===== config.mk =====
export PLATFORM = sky130hd
export DESIGN_NAME = cpu_phase_sequencer
export DESIGN_NICKNAME = d
export VERILOG_FILES = /design/src/rtl/cpu_phase_sequencer.sv
export SDC_FILE = /design/constraint.sdc
export NUM_CORES = 1
export LEC_CHECK = 0
export CORE_ASPECT_RATIO = 1.2
export CORE_MARGIN = 4
export CORE_UTILIZATION = 48
export CTS_CLUSTER_DIAMETER = 50
export DETAILED_ROUTE_END_ITERATION = 7
export PLACE_DENSITY_LB_ADDON = 0.08
export SLEW_MARGIN = 10
export SYNTH_ARGS = -nofsm -noshare
export SYNTH_HDL_FRONTEND = slang
export SYNTH_SLANG_ARGS = --single-unit

===== constraint.sdc =====
create_clock -name clk -period 2.55 [get_ports clk]
set_input_delay 0.51 -clock clk [delete_from_list [all_inputs] [get_ports clk]]
set_output_delay 0.51 -clock clk [all_outputs]
set_load 0.05 [all_outputs]

===== src/rtl/cpu_phase_sequencer.sv =====
`default_nettype none
// ============================================================================
//  Module     : cpu_phase_sequencer
//  Description: FETCH/EXEC1/EXEC2 phase sequencer with run/step/stop control
//               and cycle / retired-instruction counters.
//  Revision   : 1.0 - initial release
// ============================================================================
module cpu_phase_sequencer #(
  parameter int         WORD_W = 16,
  parameter int         CNT_W  = 16,
  parameter logic [3:0] STP_OP = 4'b0111
) (
  input  logic              clk,
  input  logic              rst_n,
  input  logic              run,
  input  logic              step,
  input  logic [WORD_W-1:0] instr,
  input  logic              extra,
  output logic              fetch,
  output logic              exec1,
  output logic              exec2,
  output logic [3:0]        ir,
  output logic              busy,
  output logic              halted,
  output logic              retire,
  output logic [CNT_W-1:0]  cycle_cnt,
  output logic [CNT_W-1:0]  instr_cnt
);

  typedef enum logic [2:0] {
    ST_IDLE    = 3'd0,
    ST_FETCH   = 3'd1,
    ST_EXEC1   = 3'd2,
    ST_EXEC2   = 3'd3,
    ST_STOPPED = 3'd4
  } state_t;

  state_t r_state;
  state_t w_state_nxt;
  state_t w_after_retire;
  logic   w_retire;
  logic   w_is_stp;
  logic   w_instr_unused;

  // Only the opcode nibble matters here; operand bits belong to the datapath.
  assign w_instr_unused = ^instr[WORD_W-5:0];

  always_comb begin
    w_state_nxt    = r_state;
    w_retire       = 1'b0;
    w_is_stp       = (ir == STP_OP);
    w_after_retire = run ? ST_FETCH : ST_IDLE;
    case (r_state)
      ST_IDLE: begin
        if (run || step) w_state_nxt = ST_FETCH;
      end
      ST_FETCH: begin
        w_state_nxt = ST_EXEC1;
      end
      ST_EXEC1: begin
        if (w_is_stp) begin
          w_retire    = 1'b1;
          w_state_nxt = ST_STOPPED;
        end else if (extra) begin
          w_state_nxt = ST_EXEC2;
        end else begin
          w_retire    = 1'b1;
          w_state_nxt = w_after_retire;
        end
      end
      ST_EXEC2: begin
        w_retire    = 1'b1;
        w_state_nxt = w_after_retire;
      end
      ST_STOPPED: begin
        w_state_nxt = ST_STOPPED;
      end
      default: begin
        w_state_nxt = ST_IDLE;
      end
    endcase
  end

  // RETIRE follows EXTRA combinationally during EXEC1, so it is not registered.
  assign retire = w_retire;

  always_ff @(posedge clk) begin
    if (!rst_n) begin
      r_state   <= ST_IDLE;
      fetch     <= 1'b0;
      exec1     <= 1'b0;
      exec2     <= 1'b0;
      busy      <= 1'b0;
      halted    <= 1'b0;
      ir        <= 4'd0;
      cycle_cnt <= '0;
      instr_cnt <= '0;
    end else begin
      r_state <= w_state_nxt;
      fetch   <= (w_state_nxt == ST_FETCH);
      exec1   <= (w_state_nxt == ST_EXEC1);
      exec2   <= (w_state_nxt == ST_EXEC2);
      busy    <= (w_state_nxt == ST_FETCH) || (w_state_nxt == ST_EXEC1) ||
                 (w_state_nxt == ST_EXEC2);
      halted  <= (w_state_nxt == ST_STOPPED);
      if (r_state == ST_FETCH) ir <= instr[WORD_W-1 -: 4];
      if (busy) cycle_cnt <= cycle_cnt + CNT_W'(1);
      if (w_retire) instr_cnt <= instr_cnt + CNT_W'(1);
    end
  end

endmodule
`default_nettype wire

==> out/results.ini, run 1 <==
[final_layout]
drive_gt1_frac = 0.0611
final_nets = 284
diodes = 0
syn_to_final_growth_pct = 38.0
stdcell_count = 314
fill_cells = 319

[logic_synthesis]
yosys_warnings = 0
synthDominantCellAreaShare = 0.467
ys_seq_area_frac = 0.467
async_flop_share = 0
ys_seq_elements = 44
synth_top_area_cell = dfxtp_1
syn-cell-area_sq_um = 1890
avgSynthCellArea_sq_um = 9.03
synth.distinct_cells = 41
synth-main-ff-cell = dfxtp_1
synth_common_cells = 44 x dfxtp_1, 27 x nor2_1, 12 x a21oi_1, 12 x xnor2_1
synth_edf_count = 0
syn_nets = 232
yosys-top-cells-area = dfxtp_1 47%, xnor2_1 5.6%, nor2_1 5.4%
synthCells = 209
yosysMostFrequentCell = dfxtp_1

[sta]
worstMarginPinSlew_ns = 0.606
rsz0062_at_grt = no
slew_headroom = 0.596
final.setup_skew_ns = 0.00722
setup_viol = 0
hold_viol_final = 0
final_max_slew_viol_count = 0
timing.final.crit_period_ns = 2.23
worst_hold_slack_ns = 0.486
period_share = 0.876
finalSetupTns_ns = 0
max_freq_mhz = 448

[drt]
routedWlPerCell_um = 12.8
routed_wirelength_mm = 4.03
drc = 0
via_per_inst = 5.25
drt-pass1-iter-count = 4
via_count = 1649
antenna_left = 0
drtIter0Drc = 100

[placed_design]
dpl.hpwl_mm = 2.79
dpl.cell_count = 306
globalplace.congestion = 0.768
port_buffers = 50

[pwr]
power.density_nw_per_um2 = 622
leakage_nw = 0.887
ir_drop_mv = 0.357
finalPower_mw = 1.62

[setup_path]
reg2reg_slack_ns = 0.74
path_max_fanout = 6
cp-end-kind = output port
crit_type = input port to output port
rr_startpoint = ir[3]
cp-start-kind = input port
cp.arrival_ns = 1.72
cp.required_ns = 2.04
cp_slowest_cell = clkdlybuf4s50_1
path_cells = clkdlybuf4s50_1 > nor2b_2 > a21boi_1 > buf_4 > buf_12
max_stage_delay_ns = 0.50
critPathLaunch = extra

[grt]
grt_max_degree = 38
grt_pass1_vias = 1529
grt-ovfl-total = 0
antenna_found_initial = 0
grt_first_pass_wirelength_mm = 7.01
gr-usage-all-layers = 0.174

[min_path]
hp-start = instr_cnt[15]
hp-class = register to register

[clock_network]
clk_pin_slew_ns = 0.08
ctsHoldBuffers = 0
clkLatencyLatePin_ns = 0.30
htreeDepth = 2
cts_resized = 0
cts.sinks = 44
clockBufferDepth = 2
cts_made_buffers = 5
cts_tree = yes
cts_root_buffer = clkbuf_8
cts_setup_buffers = 0

[floorplanning]
rows = 24
pin_count = 63
die_y_um = 76.7
die_w_um = 65.3
start_util = 0.507
die_area_sq_um = 5000
core_area_sq_um = 3720

[run_status]
status = complete, no violations

[job]
maxCapViolations = 0

-- routing by layer --
metal  wire, um  global-route usage  vias up
met1       1690               0.206      756
met5          0                   0        -
met3        194              0.0512        6
met4         51              0.0560        0
met2       2100               0.298       36
li1           -                   -      851
-- where the power goes --
group	switching [mW]	internal [mW]
Clock	0.238	0.490
Combinational	0.101	0.0668
Sequential	0.0206	0.704
-- logic make-up after synthesis --
group | synth area share
AO/OA/AOI/OAI | 0.120
XOR/XNOR | 0.0881
adder cells (fa/ha/maj) | 0.0133
buffers and inverters | 0.0245
flip-flops | 0.467
multiplexers | 0.0378
AND/OR/NAND/NOR | 0.250
-- final cells by class --
type	instances	area [sq um]	area share
tap	52	65.1	0.0250
multi-input combinational	153	961	0.369
clock buffer	5	68.8	0.0264
inverter	6	22.5	0.00864
timing repair buffer	51	518	0.199
clock inverter	3	90.1	0.0346
sequential	44	881	0.338
-- layout by cell type (no fill, tap or decap), types with 3 or more instances in the layout --
master / instances
xnor2_1: 12
nand3_1: 7
nor3_1: 8
nor4_1: 4
nand4_1: 7
clkdlybuf4s50_1: 49
dfxtp_1: 44
clkbuf_8: 5
o211ai_1: 4
bufinv_16: 3
nor2_1: 27
xor2_1: 7
nand2_1: 11
o21ai_0: 11
inv_1: 5
or3_1: 8
a21oi_1: 12
mux2i_1: 6
-- per-stage QoR --
step / setup slack [ns] / util / area [sq um]
final: 0.316 / 0.700 / 2610
after global routing: 0.294 / 0.700 / 2610
after CTS: 0.341 / 0.700 / 2610
after detailed placement: 0.190 / 0.657 / 2450
after global placement: 0.196 / 0.657 / 2450
after floorplan: 0.226 / - / 1890
-- critical path: cells and delay by family --
kind            cells  cell delay (ns)
buf+inv             3             0.80
simple gates        1             0.30
compound gates      1             0.11
-- sequential cells by signal, summed over array words and instances (netlist names) --
| name | count |
|---|---|
| busy | 1 |
| cycle_cnt | 16 |
| exec1 | 1 |
| exec2 | 1 |
| fetch | 1 |
| halted | 1 |
| instr_cnt | 16 |
| ir | 4 |
| r_state | 3 |
-- path summary, 6_finish.rpt --
| path | end | depth (start not counted) |
|---|---|---|
| setup reg to reg | instr_cnt[15] | 4 |
| hold reg to reg | instr_cnt[15] | 2 |
| setup / recovery | retire | 5 |
| hold / removal | instr_cnt[15] | 2 |
(Power assumes the default switching activity.)
==> run 2: changes to the inputs <==
--- a/config.mk
+++ b/config.mk
@@ -5,9 +5,11 @@
 export SDC_FILE = /design/constraint.sdc
 export NUM_CORES = 1
 export LEC_CHECK = 0
+export CELL_PAD_IN_SITES_DETAIL_PLACEMENT = 1
+export CELL_PAD_IN_SITES_GLOBAL_PLACEMENT = 1
 export CORE_ASPECT_RATIO = 1.2
 export CORE_MARGIN = 4
-export CORE_UTILIZATION = 48
+export CORE_UTILIZATION = 36
 export CTS_CLUSTER_DIAMETER = 50
 export DETAILED_ROUTE_END_ITERATION = 7
 export PLACE_DENSITY_LB_ADDON = 0.08
==> run 2 against run 1 <==
  * Flip-flop and latch count stayed put
  * Via count is 4.1% higher
  * Design area hardly changed
  * Routed wire length is 18% higher
  * Core utilization is 18 points lower
  * Clock skew is 0.0013 ns higher
  * Combinational power is 4% higher
  * Highest routed layer unchanged
==> out/results.ini, run 2 (same netlist as run 1, synthesis figures left out) <==
[sta]
max_freq_mhz = 447  ; was 448 MHz
final_max_slew_viol_count = 0  ; unchanged
period_share = 0.877  ; was 0.876
worstMarginPinSlew_ns = 0.560  ; was 0.606 ns
hold_viol_final = 0  ; unchanged
slew_headroom = 0.617  ; was 0.596
final.setup_skew_ns = 0.00854  ; was 0.00722 ns
timing.final.crit_period_ns = 2.24  ; was 2.23 ns
setup_viol = 0  ; unchanged
finalSetupTns_ns = 0  ; unchanged
fin_ws_ns = 0.314  ; was 0.316 ns
rsz0062_at_grt = no  ; unchanged

[drt]
drtIter0Drc = 83  ; was 100
drc = 0  ; unchanged
drt-pass1-iter-count = 4  ; unchanged
routed_wirelength_mm = 4.76  ; was 4.03 mm
via_per_inst = 5.32  ; was 5.25
antenna_left = 0  ; unchanged
routedWlPerCell_um = 14.7  ; was 12.8 um
via_count = 1717  ; was 1,649

[min_path]
hp-class = register to register  ; unchanged
whs_endpoint = instr_cnt[15]  ; unchanged
worstHoldPathCells = 2  ; unchanged
hp-start = instr_cnt[15]  ; unchanged

[placed_design]
dpl.hpwl_mm = 3.46  ; was 2.79 mm
pre_cts_ws_ns = 0.149  ; was 0.190 ns
globalplace.congestion = 0.707  ; was 0.768
port_buffers = 50  ; unchanged

[setup_path]
cp.arrival_ns = 1.73  ; was 1.72 ns
r2r-end = instr_cnt[15]  ; unchanged
crit_type = input port to output port  ; unchanged
reg2reg_slack_ns = 0.70  ; was 0.74 ns
rr_worst_depth = 4  ; unchanged
cp-end-kind = output port  ; unchanged
path_max_fanout = 6  ; unchanged
rr_startpoint = ir[3]  ; unchanged
cp.required_ns = 2.04  ; about the same
cp-start-kind = input port  ; unchanged

[pwr]
intPower_mw = 1.12  ; was 1.26 mW
leakage_nw = 0.883  ; was 0.887 nW
p_comb_frac = 0.118  ; was 0.104
finalPower_mw = 1.49  ; was 1.62 mW
p_switching_mw = 0.367  ; was 0.359 mW
pwr-share-clk = 0.394  ; was 0.449
p_sw_frac = 0.247  ; was 0.222
seqPwrFrac = 0.488  ; was 0.448
power.density_nw_per_um2 = 571  ; was 622 nW/um^2
ir_drop_mv = 0.256  ; was 0.357 mV

[clock_network]
cts_setup_buffers = 0  ; unchanged
clkLatencyLatePin_ns = 0.30  ; about the same
cts.sinks = 44  ; unchanged
cts_made_buffers = 5  ; unchanged
cts_tree = yes  ; unchanged
cts_root_buffer = clkbuf_8  ; unchanged
clockBufferDepth = 2  ; unchanged
ctsHoldBuffers = 0  ; unchanged
clk_pin_slew_ns = 0.08  ; about the same
cts_resized = 0  ; unchanged
htreeDepth = 2  ; unchanged

[run_status]
status = complete, no violations  ; unchanged

[final_layout]
layout_commonest_cell = clkdlybuf4s50_1  ; unchanged
mostFrequentLayoutCells = 49 x clkdlybuf4s50_1, 44 x dfxtp_1, 27 x nor2_1  ; unchanged
diodes = 0  ; unchanged
drive_gt1_frac = 0.0646  ; was 0.0611
fill_cells = 576  ; was 319
final_nets = 285  ; was 284
reg_top3 = cycle_cnt (16), instr_cnt (16), ir (4)  ; unchanged
syn_to_final_growth_pct = 37.9  ; was 38.0%

[floorplanning]
pin_count = 63  ; unchanged
rows = 28  ; was 24
core_area_sq_um = 5010  ; was 3720 sq um
die_y_um = 87.3  ; was 76.7 um
die_area_sq_um = 6470  ; was 5000 sq um
die_w_um = 74.1  ; was 65.3 um
start_util = 0.377  ; was 0.507

[grt]
grt_pass1_vias = 1813  ; was 1,529
grt_max_degree = 21  ; was 38
antenna_found_initial = 0  ; unchanged
gr-usage-all-layers = 0.165  ; was 0.174
grt-ovfl-total = 0  ; unchanged
grt_first_pass_wirelength_mm = 8.33  ; was 7.01 mm

[job]
maxCapViolations = 0  ; unchanged

-- run 2: final cells by class --
class                           count  area [sq um]  share of cell area
Clock buffer                        7          96.3              0.0370
Clock inverter                      1          30.0              0.0115
Inverter                            6          22.5             0.00865
Multi-Input combinational cell    153           961               0.369
Sequential cell                    44           881               0.338
Tap cell                           60          75.1              0.0288
Timing Repair Buffer               52           538               0.207
-- run 2: power by group through the flow --
stage	clock network, mW	registers [mW]	logic [mW]
after global routing	0.649	0.731	0.186
after global placement	0	0.742	0.174
after floorplan	0	0.787	0.0635
after detailed placement	0	0.743	0.176
final	0.586	0.726	0.175
after CTS	0.609	0.727	0.178
-- run 2: stage by stage --
stage,hold WS (ns),cell area (sq um),util,instances
CTS,0.495,2600,0.520,323
finish,0.491,2600,0.520,323
detailed placement,0.483,2480,0.495,315
global route,0.550,2600,0.520,323
global placement,0.465,2480,0.495,315
floorplan,0.517,1890,-,209
-- run 2: critical path, cell delays in order --
cell and delay (ns):
clkdlybuf4s50_1 0.51, nor2b_2 0.29, a21boi_1 0.11, buf_4 0.16, buf_12 0.14
-- run 2: how the worst max path moves through the flow --
stage | cells past startpoint | end | slack (ns) | start
final | 5 | retire | 0.31 | extra
after global routing | 1 | busy | 0.28 | busy
after CTS | 5 | retire | 0.32 | extra
after detailed placement | 5 | instr_cnt[15] | 0.15 | extra
after global placement | 5 | instr_cnt[15] | 0.20 | extra
after floorplan | 2 | retire | 0.23 | ir[0]
-- run 2: per-layer routing --
metal  GRT usage  vias up  wire length (um)
met5           0        -                 0
met4      0.0626        0                73
met3      0.0416        7               186
met2       0.269       42              2330
met1       0.208      818              2170
li1            -      850                 -
==> run 3: changes to the inputs <==
--- a/config.mk
+++ b/config.mk
@@ -5,6 +5,7 @@
 export SDC_FILE = /design/constraint.sdc
 export NUM_CORES = 1
 export LEC_CHECK = 0
+export CAP_MARGIN = 5
 export CELL_PAD_IN_SITES_DETAIL_PLACEMENT = 1
 export CELL_PAD_IN_SITES_GLOBAL_PLACEMENT = 1
 export CORE_ASPECT_RATIO = 1.2
==> results of run 3 <==
No change in the layout: final DEF, timing and power equal those of run 2.
